--- config.mk ---
export PLATFORM = sky130hd
export DESIGN_NAME = code39_decoder
export DESIGN_NICKNAME = d
export VERILOG_FILES = /design/src/rtl/code39_pkg.sv /design/src/rtl/char_fifo.sv /design/src/rtl/code39_decoder.sv
export SDC_FILE = /design/constraint.sdc
export NUM_CORES = 1
export LEC_CHECK = 0
export ABC_AREA = 1
export CAP_MARGIN = 20
export CORE_ASPECT_RATIO = 0.8
export CORE_MARGIN = 4
export CORE_UTILIZATION = 45
export CTS_CLUSTER_SIZE = 30
export DETAILED_ROUTE_END_ITERATION = 7
export PLACE_DENSITY = 0.57
export SYNTH_ARGS = -nofsm -noshare
export SYNTH_HDL_FRONTEND = slang
export SYNTH_SLANG_ARGS = --single-unit
--- constraint.sdc ---
create_clock -name clk -period 19.05 [get_ports clk]
set_input_delay 5.715 -clock clk [delete_from_list [all_inputs] [get_ports clk]]
set_output_delay 5.715 -clock clk [all_outputs]
set_load 0.01 [all_outputs]
--- src/rtl/code39_pkg.sv ---
// Shared definitions for the Code 39 barcode decoder.
//   - state_e        : decoder FSM state encoding (also exported for debug)
//   - ERR_*          : err_code values
//   - START_STOP     : the '*' start/stop pattern
//   - code39_lookup  : 9-element pattern -> {hit, ASCII}
// Pattern bit 8 is element 0 (the first bar), bit 0 is element 8 (the last
// bar); a 1 marks a wide element, so literals read left to right as scanned.
package code39_pkg;

    typedef enum logic [2:0] {
        ST_IDLE     = 3'd0,
        ST_QUIET    = 3'd1,
        ST_MEASURE  = 3'd2,
        ST_CLASSIFY = 3'd3,
        ST_DECODE   = 3'd4,
        ST_GAP      = 3'd5
    } state_e;

    localparam logic [1:0] ERR_OVERFLOW = 2'd0;
    localparam logic [1:0] ERR_PATTERN  = 2'd1;
    localparam logic [1:0] ERR_NO_START = 2'd2;
    localparam logic [1:0] ERR_TIMEOUT  = 2'd3;

    localparam logic [8:0] START_STOP = 9'b010010100;

    // Returns {1'b1, ascii} for a table hit, 9'h000 otherwise.
    function automatic logic [8:0] code39_lookup(input logic [8:0] pat);
        logic [8:0] r;
        r = 9'h000;
        case (pat)
            9'b000110100: r = {1'b1, "0"};
            9'b100100001: r = {1'b1, "1"};
            9'b001100001: r = {1'b1, "2"};
            9'b101100000: r = {1'b1, "3"};
            9'b000110001: r = {1'b1, "4"};
            9'b100110000: r = {1'b1, "5"};
            9'b001110000: r = {1'b1, "6"};
            9'b000100101: r = {1'b1, "7"};
            9'b100100100: r = {1'b1, "8"};
            9'b001100100: r = {1'b1, "9"};
            9'b100001001: r = {1'b1, "A"};
            9'b001001001: r = {1'b1, "B"};
            9'b101001000: r = {1'b1, "C"};
            9'b000011001: r = {1'b1, "D"};
            9'b100011000: r = {1'b1, "E"};
            9'b001011000: r = {1'b1, "F"};
            9'b000001101: r = {1'b1, "G"};
            9'b100001100: r = {1'b1, "H"};
            9'b001001100: r = {1'b1, "I"};
            9'b000011100: r = {1'b1, "J"};
            9'b100000011: r = {1'b1, "K"};
            9'b001000011: r = {1'b1, "L"};
            9'b101000010: r = {1'b1, "M"};
            9'b000010011: r = {1'b1, "N"};
            9'b100010010: r = {1'b1, "O"};
            9'b001010010: r = {1'b1, "P"};
            9'b000000111: r = {1'b1, "Q"};
            9'b100000110: r = {1'b1, "R"};
            9'b001000110: r = {1'b1, "S"};
            9'b000010110: r = {1'b1, "T"};
            9'b110000001: r = {1'b1, "U"};
            9'b011000001: r = {1'b1, "V"};
            9'b111000000: r = {1'b1, "W"};
            9'b010010001: r = {1'b1, "X"};
            9'b110010000: r = {1'b1, "Y"};
            9'b011010000: r = {1'b1, "Z"};
            9'b010000101: r = {1'b1, "-"};
            9'b110000100: r = {1'b1, "."};
            9'b011000100: r = {1'b1, " "};
            9'b010010100: r = {1'b1, "*"};
            9'b010101000: r = {1'b1, "$"};
            9'b010100010: r = {1'b1, "/"};
            9'b010001010: r = {1'b1, "+"};
            9'b000101010: r = {1'b1, "%"};
            default:      r = 9'h000;
        endcase
        return r;
    endfunction

endpackage

--- src/rtl/char_fifo.sv ---
// Synchronous FIFO for decoded characters.
//   clk, rst (sync, active-low)
//   push, push_data : write request (dropped when full unless a pop frees space)
//   pop             : read request, ignored when empty
//   head, valid     : head entry (8'h00 when empty) and non-empty flag
//   overflow        : high in the cycle a push is dropped
module char_fifo #(
    parameter int DEPTH = 16
) (
    input  logic       clk,
    input  logic       rst,
    input  logic       push,
    input  logic [7:0] push_data,
    input  logic       pop,
    output logic [7:0] head,
    output logic       valid,
    output logic       overflow
);
    localparam int AW = $clog2(DEPTH);

    logic [7:0]    mem [DEPTH];
    logic [AW-1:0] wr_ptr, rd_ptr;
    logic [AW:0]   count;
    logic          full, do_push, do_pop;

    assign valid    = (count != '0);
    assign full     = (count == (AW+1)'(DEPTH));
    assign do_pop   = pop && valid;
    // A pop in the same cycle frees the slot, so a full FIFO still accepts.
    assign do_push  = push && (!full || do_pop);
    assign overflow = push && !do_push;
    assign head     = valid ? mem[rd_ptr] : 8'h00;

    always_ff @(posedge clk) begin
        if (do_push) mem[wr_ptr] <= push_data;
    end

    // Pointers wrap naturally because DEPTH is a power of two.
    always_ff @(posedge clk) begin
        if (!rst) begin
            wr_ptr <= '0;
            rd_ptr <= '0;
            count  <= '0;
        end else begin
            if (do_push) wr_ptr <= wr_ptr + AW'(1);
            if (do_pop)  rd_ptr <= rd_ptr + AW'(1);
            case ({do_push, do_pop})
                2'b10:   count <= count + (AW+1)'(1);
                2'b01:   count <= count - (AW+1)'(1);
                default: count <= count;
            endcase
        end
    end

endmodule

--- src/rtl/code39_decoder.sv ---
// Code 39 barcode decoder: measures bar/space run lengths from a sampled
// scanner line, classifies nine elements as narrow/wide, decodes them and
// queues the ASCII characters of a '*'-framed message.
//   clk, rst (sync, active-low), start (enable; low forces IDLE)
//   scan_bit               : 0 = bar, 1 = space
//   char_data/char_valid/char_ready : character stream. valid/ready handshake:
//       char_data is stable while char_valid is high; the head is consumed on
//       every rising edge where char_valid && char_ready; ready may be high
//       at any time and is ignored when valid is low.
//   msg_done : one-cycle pulse on the stop '*'
//   err, err_code : one-cycle error pulse and its cause
//   busy : FSM not in IDLE;  state_dbg : current FSM state
module code39_decoder
    import code39_pkg::*;
#(
    parameter int CNT_W      = 12,
    parameter int FIFO_DEPTH = 16,
    parameter int QUIET_LEN  = 2000
) (
    input  logic       clk,
    input  logic       rst,
    input  logic       start,
    input  logic       scan_bit,
    output logic [7:0] char_data,
    output logic       char_valid,
    input  logic       char_ready,
    output logic       msg_done,
    output logic       err,
    output logic [1:0] err_code,
    output logic       busy,
    output state_e     state_dbg
);
    localparam logic [CNT_W-1:0] QUIET_M1 = CNT_W'(QUIET_LEN - 1);

    state_e           state, state_n;
    logic             prev_bit;
    logic [CNT_W-1:0] run_cnt;
    logic [CNT_W-1:0] width [9];
    logic [3:0]       k;
    logic [8:0]       pattern_q, pat_c;
    logic [CNT_W-1:0] w_min;
    logic             first_char;
    logic             run_edge, run_full, space_to, sat_to;
    logic [8:0]       lookup;
    logic             push, fifo_overflow;
    logic             err_n, done_n;
    logic [1:0]       err_code_n;

    assign run_edge = (scan_bit != prev_bit);
    assign run_full = (run_cnt == '1);
    // Current cycle is the QUIET_LEN-th consecutive space sample.
    assign space_to = scan_bit && prev_bit && (run_cnt >= QUIET_M1);
    assign sat_to   = run_full && !run_edge;
    assign lookup   = code39_lookup(pattern_q);
    assign busy      = (state != ST_IDLE);
    assign state_dbg = state;

    // Narrow/wide classification against the narrowest of the nine elements.
    always_comb begin
        w_min = width[0];
        for (int i = 1; i < 9; i++) begin
            if (width[i] < w_min) w_min = width[i];
        end
        pat_c = '0;
        for (int i = 0; i < 9; i++) begin
            pat_c[8-i] = ({2'b00, width[i]} << 1) >=
                         ({2'b00, w_min} + {1'b0, w_min, 1'b0});
        end
    end

    always_comb begin
        state_n    = state;
        err_n      = 1'b0;
        err_code_n = ERR_OVERFLOW;
        done_n     = 1'b0;
        push       = 1'b0;
        case (state)
            ST_IDLE:     state_n = ST_QUIET;
            ST_QUIET:    if (!scan_bit) state_n = ST_MEASURE;
            ST_MEASURE: begin
                if (space_to || sat_to) begin
                    err_n      = 1'b1;
                    err_code_n = ERR_TIMEOUT;
                    state_n    = ST_QUIET;
                end else if (run_edge && k == 4'd8) begin
                    state_n = ST_CLASSIFY;
                end
            end
            ST_CLASSIFY: state_n = ST_DECODE;
            ST_DECODE: begin
                if (!lookup[8] || $countones(pattern_q) != 3) begin
                    err_n      = 1'b1;
                    err_code_n = ERR_PATTERN;
                    state_n    = ST_QUIET;
                end else if (first_char) begin
                    if (pattern_q == START_STOP) begin
                        state_n = ST_GAP;
                    end else begin
                        err_n      = 1'b1;
                        err_code_n = ERR_NO_START;
                        state_n    = ST_QUIET;
                    end
                end else if (pattern_q == START_STOP) begin
                    done_n  = 1'b1;
                    state_n = ST_QUIET;
                end else begin
                    push    = 1'b1;
                    state_n = ST_GAP;
                end
            end
            ST_GAP: begin
                if (space_to) begin
                    err_n      = 1'b1;
                    err_code_n = ERR_TIMEOUT;
                    state_n    = ST_QUIET;
                end else if (!scan_bit) begin
                    state_n = ST_MEASURE;
                end
            end
            default: state_n = ST_IDLE;
        endcase
        // Dropping start abandons whatever is in flight.
        if (!start) begin
            state_n = ST_IDLE;
            err_n   = 1'b0;
            done_n  = 1'b0;
            push    = 1'b0;
        end
    end

    always_ff @(posedge clk) begin
        if (!rst) begin
            state      <= ST_IDLE;
            prev_bit   <= 1'b1;
            run_cnt    <= '0;
            k          <= '0;
            pattern_q  <= '0;
            first_char <= 1'b1;
            for (int i = 0; i < 9; i++) width[i] <= '0;
            msg_done   <= 1'b0;
            err        <= 1'b0;
            err_code   <= ERR_OVERFLOW;
        end else begin
            state    <= state_n;
            prev_bit <= scan_bit;
            // The run counter keeps going through CLASSIFY/DECODE so the
            // intercharacter space is timed from its real start.
            if (state == ST_IDLE || state_n == ST_IDLE)
                run_cnt <= '0;
            else if (run_edge || (state == ST_QUIET && !scan_bit))
                run_cnt <= CNT_W'(1);
            else if (!run_full)
                run_cnt <= run_cnt + CNT_W'(1);

            if (state == ST_MEASURE) begin
                if (run_edge) begin
                    width[k] <= run_cnt;
                    k        <= k + 4'd1;
                end
            end else begin
                k <= '0;
            end

            if (state == ST_CLASSIFY) pattern_q <= pat_c;

            if (state_n == ST_QUIET || state_n == ST_IDLE)
                first_char <= 1'b1;
            else if (state == ST_DECODE && state_n == ST_GAP)
                first_char <= 1'b0;

            msg_done <= done_n;
            err      <= err_n || fifo_overflow;
            err_code <= fifo_overflow ? ERR_OVERFLOW : err_code_n;
        end
    end

    char_fifo #(.DEPTH(FIFO_DEPTH)) u_fifo (
        .clk       (clk),
        .rst       (rst),
        .push      (push),
        .push_data (lookup[7:0]),
        .pop       (char_ready),
        .head      (char_data),
        .valid     (char_valid),
        .overflow  (fifo_overflow)
    );

endmodule
==> results of run 1 <==
[per-stage QoR]
stage | hold slack (ns) | setup slack, ns | std cells
final | 0.469 | 1.64 | 2748
after global routing | 0.508 | 0.0441 | 2748
after CTS | 0.472 | 1.37 | 2748
after detailed placement | 0.462 | 1.45 | 2692
after global placement | 0.447 | 2.13 | 2692
after floorplan | 0.436 | 3.43 | 2188
[worst register-to-register path, delay by kind of cell, from the launching register on]
kind / cells / cell delay, ns
AOI/OAI and AO/OA: 25 / 7.51
buffers and inverters: 4 / 0.73
DFF: 1 / 0.42
and+or+nand+nor: 33 / 4.56
xor gates and xnor gates: 1 / 0.51
adders and majority gates: 11 / 3.53
[timing repair]
item | in CTS | in global routing
gates resized for setup | 0 | 2
buffers inserted | 0 | 0
setup endpoints to repair | 0 | 9
[layer usage]
metal | up-vias | track usage, % | wire length [µm]
met5 | - | 0 | 0
met4 | 0 | 4.78 | 1080
met3 | 73 | 4.16 | 5050
met2 | 601 | 34.0 | 21700
met1 | 7319 | 42.6 | 28500
li1 | 7473 | - | -
[cell usage after synthesis, types with 3 or more instances]
library cell | n | area share [%]
o21bai_1 | 4 | 0.17
a211oi_1 | 23 | 0.95
ha_1 | 190 | 13
nand3_2 | 7 | 0.39
clkinv_1 | 9 | 0.19
dfxtp_1 | 51 | 5.6
inv_1 | 224 | 4.6
a21oi_1 | 91 | 2.5
o31ai_1 | 3 | 0.12
nor2_1 | 319 | 6.6
fa_1 | 7 | 0.77
o21ai_0 | 157 | 4.3
o21ai_1 | 3 | 0.083
nand3_1 | 134 | 3.7
buf_4 | 9 | 0.37
edfxtp_1 | 220 | 36
nand4_1 | 37 | 1.3
o211ai_1 | 9 | 0.37
nand3b_1 | 13 | 0.54
nand2_1 | 450 | 9.3
nor4_1 | 7 | 0.24
or2_0 | 4 | 0.14
clkbuf_1 | 49 | 1.0
o221ai_1 | 26 | 1.3
nand2_4 | 3 | 0.19
o22ai_1 | 7 | 0.24
nor3_1 | 23 | 0.64
xor2_1 | 16 | 0.77
inv_2 | 8 | 0.17
xnor2_1 | 13 | 0.63
nand2_2 | 28 | 0.97
a31oi_1 | 3 | 0.10
[logic make-up after synthesis]
group	count (synthesis)	synth area share (%)
AOI/OAI and AO/OA	344	11.1
other	1	0.0207
and+or+nand+nor	1041	24.8
muxes	1	0.0552
xor gates and xnor gates	29	1.40
DFF	271	42.1
adders and majority gates	197	13.9
buffers and inverters	304	6.62
[state kept, by name, summed over array words and instances (netlist names), named ones only]
register and cells:
state_dbg 3, err_code 2, pattern_q 9, u_fifo.mem 112
width 108, msg_done 1, err 1, u_fifo.count 5
first_char 1, run_cnt 12, u_fifo.wr_ptr 4, k 4
prev_bit 1, u_fifo.rd_ptr 4
[cell type report]
| class | count | area, µm² | area share, % |
|---|---|---|---|
| sequential | 271 | 7630 | 38.5 |
| clock buffer | 40 | 810 | 4.09 |
| tap | 536 | 671 | 3.39 |
| clock inverter | 16 | 164 | 0.828 |
| multi-input combinational | 1613 | 9330 | 47.1 |
| inverter | 241 | 905 | 4.57 |
| timing repair buffer | 31 | 283 | 1.43 |
[worst paths after layout]
path             endpoint  slack (ns)             start
max          pattern_q[3]        1.64      width[1][11]
min             flip-flop        0.47  u_fifo.rd_ptr[3]
max reg2reg  pattern_q[3]        1.64      width[1][11]
min reg2reg     flip-flop        0.47  u_fifo.rd_ptr[3]
==> results.py, run 1 <==
metrics = {
    "outcome": {
        "status": "finished clean",
    },
    "worst_setup_path": {
        "critPathKind": "flip-flop to flip-flop",
        "start_kind": "flip-flop",
        "slowest_stage": "a211oi_1",
        "crit_top_cell": "nand2_1",
        "critPathMaxFanout": 23,
        "crit_family": "compound AO/OA/AOI/OAI gates",
        "cp.buffers_inverters": 4,
        "cpPeakStageDelay_ns": 0.57,
        "rr_worst_depth": 74,
        "required_ns": 19.47,
        "endpoint_kind": "flip-flop",
        "arrival_ns": 17.83,
        "path_depth": 74,
    },
    "cells_and_area": {
        "layout_common_cells": "450 x nand2_1, 319 x nor2_1, 223 x inv_1",
        "drive_gt1_share_pct": 5.56,
        "diodes": 0,
        "nets": 2390,
        "utilization_pct": 50.0,
        "syn2layout_area_growth_pct": 9.18,
        "fillers": 3801,
        "final_common_cell": "nand2_1",
        "final_area_um2": 19800,
    },
    "die": {
        "core_um2": 39600,
        "rows": 65,
        "die_area_um2": 43600,
        "dieWidth_um": 232,
        "initial_core_util_pct": 45.8,
        "pin_count": 22,
        "die_y_um": 188,
    },
    "clock_tree": {
        "clkLatencyLatePin_ns": 0.58,
        "clk_pin_slew_worst_paths_ns": 0.06,
        "holdBufCountCts": 0,
        "htree_levels": 1,
        "clock_path_buffers": 3,
        "numCtsBuffers": 30,
        "numClockSinks": 271,
        "ctsRootBufferMaster": "clkbuf_16",
        "cts_tree": "yes",
    },
    "synthesis": {
        "ys_warn_count": 0,
        "synthFlopType": "edfxtp_1",
        "yosys_register_bits": 271,
        "synthCells": 2188,
        "netlist_area_um2": 18100,
        "yosysUniqueCellTypes": 60,
        "synth-seq-area-share_pct": 42.1,
        "synth_edf_count": 220,
        "avgSynthCellArea_um2": 8.28,
        "synth_fp_nets": 2390,
        "synth_async_sr_flop_share_pct": 0,
    },
    "detailed_routing": {
        "vias": 15466,
        "wl_per_cell_um": 20.5,
        "drtIter0Drc": 1796,
        "ant_nets": 0,
        "finalWirelength_um": 56300,
        "vias_per_cell": 5.63,
        "first_pass_iters": 6,
        "drc": 0,
    },
    "global_routing": {
        "grt_pass1_vias": 14351,
        "grt_start_max_net_pins": 58,
        "grt_first_pass_wirelength_um": 86100,
        "grt_usage_pct": 25.4,
        "overflow": 0,
        "antenna_found_initial": 2,
    },
    "timing": {
        "slew_headroom_pct": 21.3,
        "slew_violations": 0,
        "final-setup-viol-count": 0,
        "rsz0062_at_grt": "no",
        "min_period_ns": 17.41,
        "tns_ns": 0,
        "fin_crit_sh_pct": 91.4,
        "final_hold_viol_count": 0,
        "fmax_mhz": 57.4,
        "fin_worst_skew_ns": 0.0187,
        "worst_slew_pin_slew_ns": 1.17,
    },
    "worst_hold_path": {
        "holdPathStages": 2,
        "hp-class": "flip-flop to flip-flop",
    },
    "placement": {
        "gp_congestion": 0.919,
        "placed_cell_area_um2": 18800,
        "dp_hpwl_um": 40800,
        "port_buffers": 20,
    },
    "job": {
        "max_cap_violations": 0,
    },
}
Power of run 1 is left out: the tool's default activity adds up to more than one toggle a clock period on the data nets, which glitch-free logic cannot reach.
==> run 2, diff against run 1 <==
--- a/config.mk
+++ b/config.mk
@@ -16,3 +16,4 @@
 export SYNTH_ARGS = -nofsm -noshare
 export SYNTH_HDL_FRONTEND = slang
 export SYNTH_SLANG_ARGS = --single-unit
+export TNS_END_PERCENT = 100
==> results of run 2 <==
The final DEF is identical to that of run 1; final timing and power are the same.
Power of run 2 is left out for the same reason.
==> run 3, diff against run 2 <==
--- a/config.mk
+++ b/config.mk
@@ -10,7 +10,6 @@
 export CORE_ASPECT_RATIO = 0.8
 export CORE_MARGIN = 4
 export CORE_UTILIZATION = 45
-export CTS_CLUSTER_SIZE = 30
 export DETAILED_ROUTE_END_ITERATION = 7
 export PLACE_DENSITY = 0.57
 export SYNTH_ARGS = -nofsm -noshare
==> results of run 3 <==
The final DEF is identical to that of run 1; final timing and power are the same.
Power of run 3 is left out for the same reason.
